$ cat src/rtl/weight_bank_loader_if.sv
// rtl/weight_bank_loader_if.sv - shared read port from the weight loader to its bank of weight ROMs
interface weight_bank_loader_if #(
  parameter int KERNEL_WIDTH = 72,
  parameter int NUM_BANKS    = 4,
  parameter int ADDR_WIDTH   = 10
);
  logic                              o_rom_en;
  logic [ADDR_WIDTH-1:0]             o_rom_addr;
  logic [NUM_BANKS*KERNEL_WIDTH-1:0] i_rom_data;

  modport master (output o_rom_en, output o_rom_addr, input  i_rom_data);
  modport slave  (input  o_rom_en, input  o_rom_addr, output i_rom_data);
endinterface

$ cat src/rtl/weight_bank_loader.sv
// rtl/weight_bank_loader.sv - double-buffered kernel loader: prefetches kernels from the banked ROMs into a shadow
// file, then swaps the whole shadow file into the active file in one cycle when the datapath is not holding
module weight_bank_loader #(
  parameter int KERNEL_WIDTH = 72,
  parameter int NUM_BANKS    = 4,
  parameter int KPB          = 3,
  parameter int ADDR_WIDTH   = 10,
  parameter int ROM_LAT      = 2
) (
  input  logic                                  clk,
  input  logic                                  rstn,
  input  logic                                  i_start,
  input  logic [ADDR_WIDTH-1:0]                 i_base_addr,
  input  logic                                  i_hold,
  input  logic                                  i_abort,
  weight_bank_loader_if.master                  rom,
  output logic [NUM_BANKS*KPB*KERNEL_WIDTH-1:0] o_kernels,
  output logic                                  o_ready,
  output logic                                  o_busy,
  output logic                                  o_done,
  output logic                                  o_start_drop
);
  localparam int KW = KERNEL_WIDTH;
  localparam int NK = NUM_BANKS * KPB;
  localparam int TW = (KPB > 1) ? $clog2(KPB) : 1;
  localparam logic [TW-1:0] LAST_TAG = TW'(KPB - 1);

  typedef enum logic [1:0] {S_IDLE, S_FETCH, S_DRAIN, S_SWAP} state_t;

  state_t          state;
  logic [TW-1:0]   k;
  logic [KW-1:0]   shadow [NK];
  logic [ROM_LAT-1:0] pipe_vld;
  logic [TW-1:0]   pipe_tag [ROM_LAT];

  always_ff @(posedge clk or negedge rstn) begin
    if (!rstn) begin
      state          <= S_IDLE;
      k              <= '0;
      rom.o_rom_en   <= 1'b0;
      rom.o_rom_addr <= '0;
      o_kernels      <= '0;
      o_ready        <= 1'b0;
      o_busy         <= 1'b0;
      o_done         <= 1'b0;
      o_start_drop   <= 1'b0;
      pipe_vld       <= '0;
      for (int i = 0; i < ROM_LAT; i++) pipe_tag[i] <= '0;
      for (int i = 0; i < NK; i++) shadow[i] <= '0;
    end else begin
      o_done       <= 1'b0;
      o_start_drop <= i_start && (state != S_IDLE);

      // The tag leaving the pipe names the kernel slot that the ROM data on this edge belongs to.
      if (pipe_vld[ROM_LAT-1]) begin
        for (int b = 0; b < NUM_BANKS; b++) begin
          for (int t = 0; t < KPB; t++) begin
            if (pipe_tag[ROM_LAT-1] == TW'(t))
              shadow[b*KPB+t] <= rom.i_rom_data[b*KW +: KW];
          end
        end
      end
      for (int i = 1; i < ROM_LAT; i++) begin
        pipe_vld[i] <= pipe_vld[i-1];
        pipe_tag[i] <= pipe_tag[i-1];
      end
      pipe_vld[0] <= (state == S_FETCH);
      pipe_tag[0] <= k;

      if (i_abort) begin
        state        <= S_IDLE;
        rom.o_rom_en <= 1'b0;
        o_busy       <= 1'b0;
        pipe_vld     <= '0;
      end else begin
        case (state)
          S_IDLE: begin
            if (i_start) begin
              state          <= S_FETCH;
              k              <= '0;
              rom.o_rom_addr <= i_base_addr;
              rom.o_rom_en   <= 1'b1;
              o_busy         <= 1'b1;
            end
          end
          S_FETCH: begin
            if (k == LAST_TAG) begin
              state        <= S_DRAIN;
              rom.o_rom_en <= 1'b0;
            end else begin
              k              <= k + 1'b1;
              rom.o_rom_addr <= rom.o_rom_addr + 1'b1;
            end
          end
          S_DRAIN: begin
            if (pipe_vld[ROM_LAT-1] && (pipe_tag[ROM_LAT-1] == LAST_TAG))
              state <= S_SWAP;
          end
          S_SWAP: begin
            if (!i_hold) begin
              for (int i = 0; i < NK; i++) o_kernels[i*KW +: KW] <= shadow[i];
              o_done  <= 1'b1;
              o_ready <= 1'b1;
              o_busy  <= 1'b0;
              state   <= S_IDLE;
            end
          end
          default: state <= S_IDLE;
        endcase
      end
    end
  end
endmodule

$ cat src/flat_wrapper.sv
// flat-port wrapper written by rule: the top's interface ports become plain ports
module weight_bank_loader_flat 
#(
  parameter int KERNEL_WIDTH = 72,
  parameter int NUM_BANKS    = 4,
  parameter int KPB          = 3,
  parameter int ADDR_WIDTH   = 10,
  parameter int ROM_LAT      = 2
)
  (clk, rstn, i_start, i_base_addr, i_hold, i_abort, o_kernels, o_ready, o_busy, o_done, o_start_drop, rom_o_rom_en, rom_o_rom_addr, rom_i_rom_data);
  weight_bank_loader_if #(.KERNEL_WIDTH(KERNEL_WIDTH), .NUM_BANKS(NUM_BANKS), .ADDR_WIDTH(ADDR_WIDTH)) rom_i ();
  input  logic clk;
  input  logic rstn;
  input  logic i_start;
  input  logic [ADDR_WIDTH-1:0] i_base_addr;
  input  logic i_hold;
  input  logic i_abort;
  output logic [NUM_BANKS*KPB*KERNEL_WIDTH-1:0] o_kernels;
  output logic o_ready;
  output logic o_busy;
  output logic o_done;
  output logic o_start_drop;
  output wire logic [$bits(rom_i.o_rom_en)-1:0] rom_o_rom_en;
  output wire logic [$bits(rom_i.o_rom_addr)-1:0] rom_o_rom_addr;
  input wire logic [$bits(rom_i.i_rom_data)-1:0] rom_i_rom_data;
  assign rom_o_rom_en = rom_i.o_rom_en;
  assign rom_o_rom_addr = rom_i.o_rom_addr;
  assign rom_i.i_rom_data = rom_i_rom_data;
  weight_bank_loader #(.KERNEL_WIDTH(KERNEL_WIDTH), .NUM_BANKS(NUM_BANKS), .KPB(KPB), .ADDR_WIDTH(ADDR_WIDTH), .ROM_LAT(ROM_LAT)) u_core (.clk(clk), .rstn(rstn), .i_start(i_start), .i_base_addr(i_base_addr), .i_hold(i_hold), .i_abort(i_abort), .rom(rom_i), .o_kernels(o_kernels), .o_ready(o_ready), .o_busy(o_busy), .o_done(o_done), .o_start_drop(o_start_drop));
endmodule
$ cat config.mk
export PLATFORM = sky130hd
export DESIGN_NAME = weight_bank_loader_flat
export DESIGN_NICKNAME = d
export VERILOG_FILES = /design/src/rtl/weight_bank_loader_if.sv /design/src/rtl/weight_bank_loader.sv /design/src/flat_wrapper.sv
export SDC_FILE = /design/constraint.sdc
export NUM_CORES = 2
export LEC_CHECK = 0
export BUFFER_PORTS_ARGS = -buffer_cell sky130_fd_sc_hd__buf_4
export CAP_MARGIN = 30
export CORE_AREA = 2 2 460 462
export CTS_CLUSTER_DIAMETER = 80
export CTS_CLUSTER_SIZE = 8
export DETAILED_ROUTE_END_ITERATION = 7
export DIE_AREA = 0 0 462 464
export SYNTH_ARGS = -nofsm -noshare
export SYNTH_HDL_FRONTEND = slang
export SYNTH_SLANG_ARGS = --single-unit
$ cat constraint.sdc
create_clock -name clk -period 6.1 [get_ports clk]
set_input_delay 0.305 -clock clk [delete_from_list [all_inputs] [get_ports clk]]
set_output_delay 0.305 -clock clk [all_outputs]
set_load 0.02 [all_outputs]
==> impl_metrics.tcl <==
set metrics [dict create \
    firstDrtPassIters 5 \
    min_period_ps 2862 \
    dp_slack_ps 3098 \
    cp_max_fo 96 \
    synth.area.mux_share_pct 30.03 \
    drc_errors 0 \
    worstMarginPinSlew_ps 1126 \
    die_w_um 462 \
    ys_seq_elements 1753 \
    synthArstFlopShare_pct 100.0 \
    hold_viol_final 0 \
    worstReg2RegStart "u_core.state[0]" \
    gp_congestion 0.8062 \
    avgRoutedWirePerCell_um 23.26 \
    r2r_cells 6 \
    avgSynthCellArea_um2 17.19 \
    grt_max_degree 146 \
    leakagePower_nw 41.80 \
    dieArea_mm2 0.2144 \
    synth-edff-count 0 \
    path_clk_slew_ps 50 \
    fin_skew_ps 61.93 \
    fin_setup_tns_ps 0 \
    syn_nets 4089 \
    critPathLaunchType "flop" \
    antenna_left 0 \
    htreeDepth 5 \
    drtIter0Drc 1790 \
    grt_pass1_vias 41001 \
    wirelength_um 191600 \
    vdd_drop_max_v 0.0003094 \
    cp-end-kind "flop" \
    status "finished clean" \
    grt_pass1_wl_um 281300 \
    final_design_area_no_fill_mm2 0.08749 \
    cts_sinks 1753 \
    portBuffers 1181 \
    root_buffer "clkbuf_16" \
    placed_area_mm2 0.07704 \
    synth-simple-area-share_pct 0.5123 \
    dp.cells 7610 \
    rows 168 \
    dp_hpwl_um 132000 \
    hold_class "input pin to async pin" \
    post_cts_buffers 0 \
    p_per_area_mw_per_mm2 543.0 \
    initial_core_util_pct 31.06 \
    ys.flop_type "dfrtp_1" \
    stdcell_count 8236 \
    dr_total_vias 37856 \
    worstReg2RegEnd "u_core.o_kernels[184]" \
    nets 5696 \
    ys_warn_count 0 \
    cts_tree "built" \
    clock_latency_ps 910 \
    grt_antenna_before_repair 26 \
    utilization_pct 41.83 \
    core_mm2 0.2092 \
    io_pins 1182 \
    cp.arrival_ps 3590 \
    syn_inst 3780 \
    critPathRequiredTime_ps 6830 \
    setup_slack_ps 3238 \
    vias_per_cell 4.596 \
    synth_compound_area_share_pct 0.2716 \
    clockBufferDepth 4 \
    startpoint "u_core.state[0]" \
    final.period_utilization_pct 46.92 \
    grt_setup_unrepaired "no" \
    fillerInstances 18993 \
    hold_ws_ps 122.9 \
    slew_viol_final 0 \
    synth.cell_area_mm2 0.06496 \
    gr-total-overflow 0 \
    finalPower_mw 47.51 \
    synth.distinct_cells 34 \
    cts_buffers 275 \
    synthAdderAreaFrac_pct 0.1156 \
    finalSetupViolations 0 \
    fmax_mhz 349.4 \
    max_cap_viol_count 0 \
    seq_area_frac_synth_pct 67.53 \
    synth_xor_area_share_pct 0 \
    die_y_um 464 \
    crit_type "flop to flop" \
    track_usage_pct 17.62 \
    synth_top_family_by_area "multiplexers" \
    area_delta_synth_final_pct 34.68 \
    regToRegSetupSlack_ps 3240 \
    slew_headroom_pct 24.92 \
    drive_gt1_share_pct 60.30 \
]
==> registers in the layout (all words and copies together) (netlist names) <==
register	cells
u_core.o_start_drop	1
u_core.o_ready	1
u_core.o_done	1
u_core.k	2
u_core.o_busy	1
u_core.state	2
u_core.pipe_vld	2
u_core.o_kernels	864
u_core.shadow	864
u_core.rom.o_rom_en	1
u_core.pipe_tag	4
u_core.rom.o_rom_addr	10
==> how the worst max path moves through the flow <==
stage | to | slack, ps | depth (start not counted)
after detailed placement | u_core.o_kernels[230] | 3100 | 6
after floorplan | u_core.rom.o_rom_addr[9] | 4150 | 7
after global routing | u_core.o_kernels[302] | 2990 | 6
final | u_core.o_kernels[184] | 3240 | 6
after global placement | u_core.o_kernels[230] | 3110 | 6
after CTS | u_core.o_kernels[230] | 3090 | 6
==> layout make-up <==
cell class,instances,area [µm²],area share (%)
flip-flops and latches,1753,43870,50.14
repair buffers,1529,12600,14.40
clock buffers,284,7063,8.073
multi-input cells,1823,20130,23.00
inverters,5,18.77,0.02145
diodes,18,45.04,0.05148
well taps,2805,3510,4.012
clock inverters,19,257.7,0.2946
==> kinds of logic (layout without fill, tap and decap cells) <==
kind of cell    count (synthesis)  in the layout
fa+ha+maj                       6              6
compound gates                 26             26
buf+inv                       204           1837
simple gates                   58             58
flops                        1753           1753
other cells                     0             18
mux                          1733           1733
==> repair_timing <==
action                                 4_1_cts  5_1_grt
endpoints found under the hold margin     1000        0
hold buffers                               303        0
resized for setup                            0        0
==> cells in the final DEF (no fill, tap or decap), types with 9 or more instances in the layout <==
cell type / n
a21oi_1: 10
buf_12: 24
buf_4: 1198
clkbuf_16: 281
dfrtp_1: 1753
diode_2: 18
dlygate4sd3_1: 303
mux2_2: 1728
nand2_1: 13
nand3_1: 9
==> metal layers <==
metal / routed length, µm / global-route usage [%] / vias up
met5: 13 / 0 / -
met3: 18610 / 7.430 / 302
met1: 75250 / 20.71 / 19813
met4: 5927 / 5.967 / 2
li1: - / - / 16557
met2: 91760 / 28.80 / 1182
==> cells in the mapped netlist, drive strengths merged (6+ instances only) <==
master	n	area, µm²
dfrtp	1753	43870
mux2	1728	19460
buf	182	919.6
clkbuf	17	63.81
nand2	13	48.80
a21oi	10	50.05
nand3	9	45.04
nor2	8	32.54
ha	6	75.07
o21ai	6	30.03
==> power breakdown <==
part           leakage (nW)  switching [mW]  internal, mW  total (mW)
combinational          15.9            7.38          7.33        14.7
sequential             22.3            2.78          16.9        19.6
clock                  3.59            4.98          8.18        13.2
total                  41.8            15.1          32.4        47.5
==> critical path, cell delays in order (launching register included) <==
cell      delay [ps]
dfrtp_1          410
ha_1             210
nand2b_1         120
nor2_4           490
buf_4            470
buf_12           420
mux2_2           410
Note: power is estimated with default switching activity, not from simulation.
